===== src/rtl/counter_updown_mod_pkg.sv =====
// Shared definitions for the up/down modulo counter family.
// Holds the mode/direction encodings reused by timer and divider blocks, the
// per-edge operation type and the priority decode that selects it.
package counter_updown_mod_pkg;

  // Count mode encodings (Mode input).
  localparam logic MODE_WRAP = 1'b0;
  localparam logic MODE_SAT  = 1'b1;

  // Count direction encodings (Up input).
  localparam logic DIR_UP   = 1'b1;
  localparam logic DIR_DOWN = 1'b0;

  // Operation selected on a rising edge.
  typedef enum logic [1:0] {
    OpReset,
    OpLoad,
    OpCount,
    OpHold
  } op_e;

  // Fixed priority: clear, then load, then count, then hold.
  function automatic op_e decode_op(input logic clr, input logic load, input logic enable);
    op_e op;
    if (!clr) begin
      op = OpReset;
    end else if (load) begin
      op = OpLoad;
    end else if (enable) begin
      op = OpCount;
    end else begin
      op = OpHold;
    end
    return op;
  endfunction

endpackage


===== src/rtl/counter_updown_mod_next.sv =====
// Combinational next-count and bound-detect unit for counter_updown_mod.
// Ports:
//   q        - current count
//   up       - direction (1 = increment)
//   mode     - 0 = wrap at the bound, 1 = saturate at the bound
//   next     - count to store if this edge counts
//   wrap     - this step crosses the bound in wrap mode
//   at_bound - q equals the bound in the current direction
module counter_updown_mod_next
  import counter_updown_mod_pkg::*;
#(
  parameter int unsigned      WIDTH = 8,
  parameter logic [WIDTH-1:0] MAX   = '1
) (
  input  logic [WIDTH-1:0] q,
  input  logic             up,
  input  logic             mode,
  output logic [WIDTH-1:0] next,
  output logic             wrap,
  output logic             at_bound
);

  // One extra bit so the step past MAX and the borrow below zero are visible.
  localparam logic [WIDTH:0] MaxW = {1'b0, MAX};

  logic [WIDTH:0] q_w;
  logic [WIDTH:0] inc_w;
  logic [WIDTH:0] dec_w;
  logic           out_of_range;

  assign q_w          = {1'b0, q};
  assign inc_w        = q_w + (WIDTH + 1)'(1);
  assign dec_w        = q_w - (WIDTH + 1)'(1);
  assign out_of_range = q_w > MaxW;

  always_comb begin
    next = q;
    wrap = 1'b0;
    if (up == DIR_UP) begin
      if (out_of_range) begin
        // Recover an illegal value straight to the start of the up range.
        next = '0;
      end else if (inc_w > MaxW) begin
        if (mode == MODE_WRAP) begin
          next = '0;
          wrap = 1'b1;
        end else begin
          next = MAX;
        end
      end else begin
        next = inc_w[WIDTH-1:0];
      end
    end else begin
      if (out_of_range) begin
        next = MAX;
      end else if (dec_w[WIDTH]) begin
        // Borrow out of zero.
        if (mode == MODE_WRAP) begin
          next = MAX;
          wrap = 1'b1;
        end else begin
          next = '0;
        end
      end else begin
        next = dec_w[WIDTH-1:0];
      end
    end
  end

  assign at_bound = (up == DIR_UP) ? (q == MAX) : (q == '0);

endmodule


===== src/rtl/counter_updown_mod.sv =====
// Parametrised synchronous up/down modulo counter with parallel load,
// wrap/saturate mode and cascade output.
// Ports:
//   Clk      - clock, all state changes on the rising edge
//   Clr      - synchronous active-low clear
//   Enable   - count enable / cascade input from a lower stage's CarryOut
//   Up       - direction, 1 = increment, 0 = decrement
//   Mode     - 0 = wrap, 1 = saturate
//   Load     - parallel load strobe (D is clamped to MODULUS-1)
//   D        - load value
//   Q        - registered count, always within 0..MODULUS-1 once cleared
//   CarryOut - combinational: this stage wraps on the next edge
//   Wrap     - registered one-cycle pulse after a wrap
//   AtLimit  - registered: Q equals the bound for the direction in force at the update
module counter_updown_mod
  import counter_updown_mod_pkg::*;
#(
  parameter int unsigned WIDTH   = 8,
  parameter int unsigned MODULUS = 2 ** WIDTH
) (
  input  logic             Clk,
  input  logic             Clr,
  input  logic             Enable,
  input  logic             Up,
  input  logic             Mode,
  input  logic             Load,
  input  logic [WIDTH-1:0] D,
  output logic [WIDTH-1:0] Q,
  output logic             CarryOut,
  output logic             Wrap,
  output logic             AtLimit
);

  localparam logic [WIDTH-1:0] Max = WIDTH'(MODULUS - 1);

  logic [WIDTH-1:0] q_q, q_d;
  logic             wrap_q, wrap_d;
  logic             at_limit_q, at_limit_d;

  logic [WIDTH-1:0] cnt_next;
  logic             cnt_wrap;
  logic             cnt_at_bound;
  logic [WIDTH-1:0] load_val;
  op_e              op;

  counter_updown_mod_next #(
    .WIDTH (WIDTH),
    .MAX   (Max)
  ) u_next (
    .q        (q_q),
    .up       (Up),
    .mode     (Mode),
    .next     (cnt_next),
    .wrap     (cnt_wrap),
    .at_bound (cnt_at_bound)
  );

  assign load_val = (D > Max) ? Max : D;
  assign op       = decode_op(Clr, Load, Enable);

  always_comb begin
    q_d    = q_q;
    wrap_d = 1'b0;
    unique case (op)
      OpReset: q_d = '0;
      OpLoad:  q_d = load_val;
      OpCount: begin
        q_d    = cnt_next;
        wrap_d = cnt_wrap;
      end
      OpHold:  q_d = q_q;
      default: q_d = q_q;
    endcase
  end

  // Judged against the direction sampled on this edge, so a direction change
  // shows up in AtLimit one cycle after it is applied.
  assign at_limit_d = (Up == DIR_UP) ? (q_d == Max) : (q_d == '0);

  always_ff @(posedge Clk) begin
    if (!Clr) begin
      q_q        <= '0;
      wrap_q     <= 1'b0;
      at_limit_q <= (Up == DIR_DOWN);
    end else begin
      q_q        <= q_d;
      wrap_q     <= wrap_d;
      at_limit_q <= at_limit_d;
    end
  end

  // Same-cycle cascade enable; load and clear suppress it, saturate never wraps.
  assign CarryOut = Enable & ~Load & Clr & (Mode == MODE_WRAP) & cnt_at_bound;

  assign Q       = q_q;
  assign Wrap    = wrap_q;
  assign AtLimit = at_limit_q;

endmodule


===== config.mk =====
export PLATFORM = sky130hd
export DESIGN_NAME = counter_updown_mod
export DESIGN_NICKNAME = d
export VERILOG_FILES = /design/src/rtl/counter_updown_mod_pkg.sv /design/src/rtl/counter_updown_mod_next.sv /design/src/rtl/counter_updown_mod.sv
export SDC_FILE = /design/constraint.sdc
export NUM_CORES = 1
export LEC_CHECK = 0
export ABC_AREA = 1
export BUFFER_PORTS_ARGS = -buffer_cell sky130_fd_sc_hd__clkbuf_2
export CORE_MARGIN = 2
export CORE_UTILIZATION = 30
export CTS_CLUSTER_DIAMETER = 80
export DETAILED_ROUTE_END_ITERATION = 16
export PLACE_DENSITY = 0.47
export RECOVER_POWER = 100
export SETUP_SLACK_MARGIN = 0.2
export SYNTH_ARGS = -nofsm -noshare
export SYNTH_HDL_FRONTEND = slang
export SYNTH_HIERARCHICAL = 1
export SYNTH_SLANG_ARGS = --single-unit

===== constraint.sdc =====
create_clock -name Clk -period 2.1 [get_ports Clk]
set_clock_uncertainty 0.1 [all_clocks]
set_input_delay 0.315 -clock Clk [delete_from_list [all_inputs] [get_ports Clk]]
set_output_delay 0.315 -clock Clk [all_outputs]
set_load 0.03 [all_outputs]

==> impl_metrics.env <==
export IMPL_status="finished, violations left"
export IMPL_violations="negative setup slack"
export IMPL_drc=0
export IMPL_synth_simple_area_share_pct=59.2
export IMPL_timing_fmax_ghz=0.440
export IMPL_fin_crit_ps=2270
export IMPL_setup_violations=4
export IMPL_required_ps=2190
export IMPL_synth_fa_ha_area_share_pct=3.78
export IMPL_dieArea_um2=4960
export IMPL_p_sw_share_pct=40.6
export IMPL_maxSlewViolCount=0
export IMPL_p_per_area_nw_per_um2=448
export IMPL_path_clk_slew_ps=50
export IMPL_crit_path_frequent_cell="nand2_1"
export IMPL_cts_root_buf="clkbuf_8"
export IMPL_post_place_ws_ps=-155
export IMPL_rsz0062_at_grt="true"
export IMPL_synthTopCellsByArea="nand2_1 20%, dfxtp_1 15%, nand3_1 11%"
export IMPL_instances_no_fill=345
export IMPL_drt_wl_total_mm=4.32
export IMPL_syn_area_um2=1320
export IMPL_cts_sinks=10
export IMPL_rows=24
export IMPL_die_height_um=70.4
export IMPL_peakVddDrop_mv=0.257
export IMPL_hold_path_class="in2reg"
export IMPL_crit_slowest_cell="dfxtp_4"
export IMPL_pin_count=25
export IMPL_seq_area_frac_synth_pct=15.1
export IMPL_p_int_w=0.000526
export IMPL_grt_pass1_vias=1538
export IMPL_clockBufferDepth=2
export IMPL_synth_compound_area_share_pct=4.45
export IMPL_synth_mux_area_share_pct=0
export IMPL_yosys_warnings=6
export IMPL_tightest_slew_ps=368
export IMPL_startpoint="Q[1]"
export IMPL_h_tree_depth=1
export IMPL_wl_per_cell_um=12.5
export IMPL_critical_path_class="reg2reg"
export IMPL_fin_nets=312
export IMPL_worstHoldStart="D[5]"
export IMPL_worst_slack_ps=-172
export IMPL_synth_net_count=250
export IMPL_worstReg2RegStart="Q[1]"
export IMPL_syn_to_final_growth_pct=49.5
export IMPL_slew_headroom_pct=75.6
export IMPL_hpwl_mm=3.37
export IMPL_leakagePower_nw=1.13
export IMPL_cpPeakStageDelay_ps=400
export IMPL_first_pass_iters=4
export IMPL_syn_area_per_cell_um2=5.70
export IMPL_grt_start_max_net_pins=12
export IMPL_arrival_ps=2360
export IMPL_power_frac_clock_pct=23.8
export IMPL_p_sw_w=0.000360
export IMPL_clock_latency_ps=240
export IMPL_place_congestion=0.826
export IMPL_vias_per_cell=4.76
export IMPL_synth_edf_count=0
export IMPL_crit_fanout=8
export IMPL_cp_end_kind="flop"
export IMPL_die_x_um=70.4
export IMPL_path_delay_family="simple AND/OR/NAND/NOR gates"
export IMPL_synth_area_leader_cell="nand2_1"
export IMPL_yosysTopAreaCellShare_pct=20.2
export IMPL_synthArstFlopShare_pct=0
export IMPL_placed_cells=330
export IMPL_ys_types=27
export IMPL_synth_top_family_by_area="simple AND/OR/NAND/NOR gates"
export IMPL_grt_overflow=0
export IMPL_ys_flop_type="dfxtp_1"
export IMPL_hold_viol_final=0
export IMPL_cts_hold_buf=0
export IMPL_antenna_found_initial=0
export IMPL_ys_ff_latch=10
export IMPL_numPortBuffers=24
export IMPL_path_cells="inv_4, ha_4, nand4_1, inv_1, nand3_2, nor2_4, nand2_4, nand2_4, nand2_4, nand2_2, nand2_1, nand2_1, nand4_1, nand3_1, nand2_1, nor2_1, nand3_1, nand2_1"
export IMPL_cts_tree="built"
export IMPL_maxCapViolCount=0
export IMPL_crit_buf_inv=2
export IMPL_fill_cells=473
export IMPL_grt_pass1_wl_mm=7.07
export IMPL_fin_hold_ws_ps=245
export IMPL_pwr_share_seq_pct=26.5
export IMPL_placeableCoreArea_um2=4290
export IMPL_synth_xor_area_share_pct=2.65
export IMPL_grt_use_total_pct=17.8
export IMPL_critPathLaunchType="flop"
export IMPL_period_share_pct=108
export IMPL_drt_initial_drc_count=79
export IMPL_drive_gt1_share_pct=39.9
export IMPL_start_util_pct=30.8
export IMPL_numCtsBuffers=3
export IMPL_syn_inst=232
export IMPL_num_vias=1642
export IMPL_p_comb_share_pct=49.7
export IMPL_antenna_cells=0
export IMPL_postRouteAntennaNets=0
export IMPL_tns_ps=-397
export IMPL_fin_util_pct=46.0
## path summary, 6_finish.rpt
check,end,cells past startpoint,slack [ps]
min,Q[5],3,250
max reg2reg,AtLimit,18,-170
max,AtLimit,18,-170
min reg2reg,Q[5],2,500
## metrics by stage
step           area, um^2  power [W]
6_report             1980   0.000885
3_5_place_dp         1710   0.000627
4_1_cts              1870   0.000874
5_1_grt              1980   0.000958
2_1_floorplan        1370   0.000481
3_3_place_gp         1710   0.000635
## cell usage in the layout, fill, tap and decap left out, drive strengths merged
cell,count
clkbuf,28
o22ai,1
dfxtp,10
inv,37
buf,38
nand3,34
nor3,2
a21oi,6
nand4,11
nor2,33
nor3b,1
nand2,80
o31ai,1
xor2,4
ha,4
o21ai,3
## kinds of logic (layout without fill, tap and decap cells)
group / after synthesis / count (layout)
simple gates: 160 / 161
fa+ha+maj: 4 / 4
compound gates: 11 / 11
flops: 10 / 10
xor+xnor: 4 / 4
buf+inv: 43 / 103
## Yosys cell counts, types with 3 or more instances
| cell | n |
|---|---|
| nand2_1 | 71 |
| inv_1 | 33 |
| nand3_1 | 28 |
| nor2_1 | 28 |
| nand4_1 | 11 |
| dfxtp_1 | 10 |
| a21oi_1 | 6 |
| nand3_2 | 6 |
| ha_1 | 4 |
| nand2_2 | 4 |
| nand2_4 | 4 |
| xor2_1 | 4 |
| buf_6 | 3 |
| inv_2 | 3 |
| nor2_2 | 3 |
## power by group through the flow
stage | clock network, W | registers [W] | logic [W]
detailed placement | 0 | 0.000237 | 0.000390
floorplan | 0 | 0.000259 | 0.000222
CTS | 0.000221 | 0.000235 | 0.000418
global placement | 0 | 0.000237 | 0.000398
finish | 0.000210 | 0.000235 | 0.000440
global route | 0.000233 | 0.000237 | 0.000487
## flip-flops by register name (all words and copies together) (netlist names)
name and cells:
Wrap 1, Q 8, AtLimit 1
## repair_timing
item	in CTS	in global routing
pin swaps	16	15
buffers inserted	6	4
endpoints found under the setup margin	10	11
cloned	1	0
resized for setup	18	22
## metal layers
metal  up-vias  GRT usage, %  part of all wire [%]
met5         -             0                     0
met4         0          7.48                   1.3
met3         6          2.02                   3.9
met2        41          29.5                    48
met1       736          23.2                    47
li1        859             -                     -
## cell type report
class | instances | area, um^2 | share of cell area, %
Sequential cell | 10 | 219 | 11.1
Timing Repair Buffer | 62 | 438 | 22.2
Multi-Input combinational cell | 180 | 1060 | 53.8
Inverter | 37 | 146 | 7.41
Clock buffer | 4 | 45.0 | 2.28
Tap cell | 52 | 65.1 | 3.29
## tightest hold or removal path, delay by kind of cell
kind | cells | cell delay, ps
buf+inv | 1 | 70
simple gates | 2 | 150
Note: power is estimated with default switching activity, not from simulation.
